==> src/rtl/mcu0_intc.sv <==
// mcu0_intc: edge-triggered priority interrupt controller feeding the mcu0 core's interrupt/irq inputs.
// Optional round-robin priority with `define MCU0_INTC_ROTATE_EN (fixed priority, index 0 highest, otherwise).
module mcu0_intc #(
  parameter int unsigned NSRC  = 8,
  parameter int unsigned VEC_W = 3
) (
  input  logic             clock,
  input  logic             reset,
  input  logic [NSRC-1:0]  src,
  input  logic             cfg_we,
  input  logic [1:0]       cfg_addr,
  input  logic [15:0]      cfg_wdata,
  output logic [15:0]      cfg_rdata,
  output logic             interrupt,
  output logic [VEC_W-1:0] irq,
  input  logic             ack,
  input  logic             eoi
);

  typedef enum logic [1:0] {
    ST_IDLE = 2'd0,
    ST_REQ  = 2'd1,
    ST_SVC  = 2'd2
  } state_t;

  state_t           r_state;
  logic [NSRC-1:0]  r_src_d;
  logic [NSRC-1:0]  r_pend;
  logic [NSRC-1:0]  r_mask;
  logic [VEC_W-1:0] r_irq;
  logic             r_int;
`ifdef MCU0_INTC_ROTATE_EN
  logic [VEC_W-1:0] r_last;
`endif

  logic [NSRC-1:0]  w_rise;
  logic [NSRC-1:0]  w_elig;
  logic [NSRC-1:0]  w_clr;
  logic [NSRC-1:0]  w_pend_nxt;
  logic [VEC_W-1:0] w_winner;
  logic             w_found;
  logic             w_wr_mask;
  logic             w_wr_pend;
  logic             w_ack_req;
  logic             w_unused_wdata;

  assign w_rise         = src & ~r_src_d;
  assign w_elig         = r_pend & r_mask;
  assign w_wr_mask      = cfg_we && (cfg_addr == 2'd0);
  assign w_wr_pend      = cfg_we && (cfg_addr == 2'd1);
  assign w_ack_req      = (r_state == ST_REQ) && ack;
  assign w_unused_wdata = ^cfg_wdata;

  // Set beats clear: a fresh edge survives a simultaneous W1C or ack clear.
  assign w_clr = (w_wr_pend ? cfg_wdata[NSRC-1:0] : '0)
               | (w_ack_req ? (NSRC'(1) << r_irq) : '0);
  assign w_pend_nxt = (r_pend & ~w_clr) | w_rise;

  // Rotating search: first pass covers indices above last grant, second pass wraps from 0.
  always_comb begin
    w_winner = '0;
    w_found  = 1'b0;
`ifdef MCU0_INTC_ROTATE_EN
    for (int unsigned j = 0; j < NSRC; j++) begin
      if (!w_found && w_elig[j] && (j > 32'(r_last))) begin
        w_winner = VEC_W'(j);
        w_found  = 1'b1;
      end
    end
`endif
    for (int unsigned j = 0; j < NSRC; j++) begin
      if (!w_found && w_elig[j]) begin
        w_winner = VEC_W'(j);
        w_found  = 1'b1;
      end
    end
  end

  always_ff @(posedge clock) begin
    if (reset) begin
      r_state <= ST_IDLE;
      r_src_d <= '1;
      r_pend  <= '0;
      r_mask  <= '0;
      r_irq   <= '0;
      r_int   <= 1'b0;
`ifdef MCU0_INTC_ROTATE_EN
      r_last  <= VEC_W'(NSRC - 1);
`endif
    end else begin
      r_src_d <= src;
      r_pend  <= w_pend_nxt;
      if (w_wr_mask) begin
        r_mask <= cfg_wdata[NSRC-1:0];
      end
      case (r_state)
        ST_IDLE: begin
          if (w_found) begin
            r_irq   <= w_winner;
            r_int   <= 1'b1;
            r_state <= ST_REQ;
          end
        end
        ST_REQ: begin
          if (ack) begin
            r_int   <= 1'b0;
            r_state <= ST_SVC;
`ifdef MCU0_INTC_ROTATE_EN
            r_last  <= r_irq;
`endif
          end
        end
        ST_SVC: begin
          if (eoi) begin
            r_state <= ST_IDLE;
          end
        end
        default: begin
          r_int   <= 1'b0;
          r_state <= ST_IDLE;
        end
      endcase
    end
  end

  always_comb begin
    cfg_rdata = '0;
    case (cfg_addr)
      2'd0: cfg_rdata[NSRC-1:0] = r_mask;
      2'd1: cfg_rdata[NSRC-1:0] = r_pend;
      2'd2: begin
        cfg_rdata[15:14] = r_state;
        cfg_rdata[2:0]   = r_irq;
`ifdef MCU0_INTC_ROTATE_EN
        cfg_rdata[6:4]   = r_last;
`endif
      end
      default: cfg_rdata = '0;
    endcase
  end

  assign interrupt = r_int;
  assign irq       = r_irq;

endmodule

==> config.mk <==
export PLATFORM = sky130hd
export DESIGN_NAME = mcu0_intc
export DESIGN_NICKNAME = d
export VERILOG_FILES = /design/src/rtl/mcu0_intc.sv
export SDC_FILE = /design/constraint.sdc
export NUM_CORES = 1
export LEC_CHECK = 0
export BUFFER_PORTS_ARGS = -buffer_cell sky130_fd_sc_hd__clkbuf_2
export CAP_MARGIN = 20
export CORE_UTILIZATION = 53
export DETAILED_ROUTE_END_ITERATION = 8
export MAX_ROUTING_LAYER = met4
export PLACE_DENSITY = 0.84
export SLEW_MARGIN = 20
export SYNTH_ARGS = -nofsm -noshare
export SYNTH_HDL_FRONTEND = slang
export SYNTH_SLANG_ARGS = --single-unit
==> constraint.sdc <==
create_clock -name clock -period 2.35 [get_ports clock]
set_input_delay 0.235 -clock clock [delete_from_list [all_inputs] [get_ports clock]]
set_output_delay 0.235 -clock clock [all_outputs]
set_load 0.02 [all_outputs]
==> metrics.txt <==
status complete, no violations; Synth Area per Inst 9.04 sq um; Finished Layout Cells 232; Cells after Synth 164; Die Y 54.9 um; ys async rst share 0; layout filler cell count 228; Final Core Density 0.666; vias 1,314; Max Buffers Root-to-Sink 2; Max Fclk 0.646 GHz; Nets 233; Setup-failing EPs final 0; Synth area leader dfxtp_1; Area Growth Syn to Fin 15.4%; ranking of synthesized cells by area dfxtp_1 (41%), mux2i_1 (11%), nand2b_1 (4.2%), nor2_1 (3.5%), o221ai_1 (3.5%); Seq pwr share 0.574; CTS tree yes; postcts setup bufs 0; RSZ-0062 raised after global routing false; Core Area 2570 sq um; Clock Skews 6.07 ps; Critical Path End Type primary output; drt drc 0; max-slew violation count 0; cell with the most instances after synthesis dfxtp_1; Comb pwr share 0.142; HP Class input port to flop; Worst EP required 2120 ps; WL final 3260 um; crit start category flop; fin crit period 1550 ps; met2 global-route usage 0.402; EDFF count, synth 0; TNS Setup 0 ps; met3 usage 0.0574; number of buffers added on ports 36; root buf cell clkbuf_4; CTS clock-pin slew for the worst setup and hold paths 90 ps; IO Count 51; Final Cycle Share 0.659; clock share of power 0.284; top_reg_cell synth dfxtp_1; first-pass detailed-route iteration total 4; antenna violations before repair 0; Ys Warns 0; crit path from irq[2]; Avg Vias per Cell 5.66; Distinct cells, synth 32; grt ovf 0; cts hold-fix bufs 0; net switching power figure 0.000270 W; CP Max Fanout 8; first-pass GRT wire length 5110 um; wire per inst 14.1 um; TritonCTS buffer count 5; Cell Int Power 0.000699 W; top-area cell type share of the netlist area 0.405; Starting Density 0.577; Final WS setup 802 ps; CTS-repair resized insts 0; path type of the worst setup path flop to primary output; Max VDD drop 0.444 mV; Inst Count DP 225; GRT Max-Usage Layer met2; routability cong. 0.925; Die ar. 3010 sq um; hold path startpoint src[2]; Arr. time, crit path 1310 ps; Inserted Diodes 0; row cnt 18; power per cell area 567 nW/um^2; die width 54.9 um; ANT nets after route 0; mapped cell area 1480 sq um; Rel. slew slack 0.642; share of cells above drive strength 1 0.272; global-route usage over all layers 0.254; Switching Share 0.279; hpwl dp 2410 um; Fin. Hold Viols 0; vias in the first global route 1,176; global routing usage on met1 0.299; Num Clock Sinks 30; Placement Setup Slack 953 ps; Clk Latency, worst-skew pair 330 ps; H-tree Lvls 2; reg2reg start r_pend[1]; Worst Max-Slew Pin Slew 536 ps; max_cap viols 0; largest net degree at the start of global routing 31; top cells by count, synth dfxtp_1 (30), mux2i_1 (16), nor2_1 (14); Leakage Power 0.733 nW; sequential share of the synthesized area 0.405; #FFs+latches synth 30; drt first-iter violations 16
## worst paths after layout
check / endpoint / slack, ps / depth (start not counted)
setup / recovery: cfg_rdata[2] / 800 / 3
setup reg to reg: irq[0] / 930 / 3
hold / removal: r_src_d[2] / 100 / 2
hold reg to reg: interrupt / 470 / 2
## power by group through the flow
stage	clock network, W	registers [W]	logic (W)
2_1_floorplan	0	0.000565	0.0000945
3_3_place_gp	0	0.000565	0.000133
3_5_place_dp	0	0.000567	0.000137
4_1_cts	0.000284	0.000556	0.000138
5_1_grt	0.000300	0.000560	0.000153
6_report	0.000276	0.000556	0.000137
## worst max-delay path, cell delays in order (launching register included)
cell	delay, ps
dfxtp_1	490
mux2i_1	120
o21ai_0	180
clkbuf_2	200
## cell type report
class,count,area [sq um],area share
multi-input combinational,116,788,0.461
sequential,30,601,0.351
timing repair buffer,38,195,0.114
inverter,11,41.3,0.0241
clock buffer,5,37.5,0.0219
tap,30,37.5,0.0219
clock inverter,2,10.0,0.00585
## cells in the final DEF (no fill, tap or decap), drive strengths merged, types with 3 or more instances in the layout
cell type   n
a21oi      10
a221oi      3
a22o        5
and2        3
clkbuf     41
conb        6
dfxtp      30
inv        11
mux2i      16
nand2      10
nand2b     10
nand4b      3
nor2       14
o21ai       4
o221ai      6
or2         8
## state kept, by name, indices dropped and copies added (netlist names)
signal,count
r_src_d,8
r_pend,8
irq,3
interrupt,1
r_state,2
r_mask,8
## routing by layer
layer	routed length, um	share of wire
met3	196	0.060
met4	78	0.024
met2	1540	0.47
met1	1450	0.44
met5	0	0
## logic make-up (layout without fill, tap and decap cells)
group,Yosys count,count (layout),share of synthesized area
AND/OR/NAND/NOR,57,57,0.213
multiplexers,16,16,0.108
other,1,6,0.00253
AO/OA/AOI/OAI,37,37,0.196
flip-flops,30,30,0.405
buffers and inverters,23,56,0.0759
## stage by stage
step / area (sq um) / power, W / hold slack [ps]
finish: 1710 / 0.000969 / 98.6
global route: 1710 / 0.00101 / 91.9
CTS: 1710 / 0.000978 / 86.5
detailed placement: 1660 / 0.000704 / 443
global placement: 1660 / 0.000698 / 441
floorplan: 1500 / 0.000659 / 342
No activity file was read; power rests on OpenSTA's default activity.
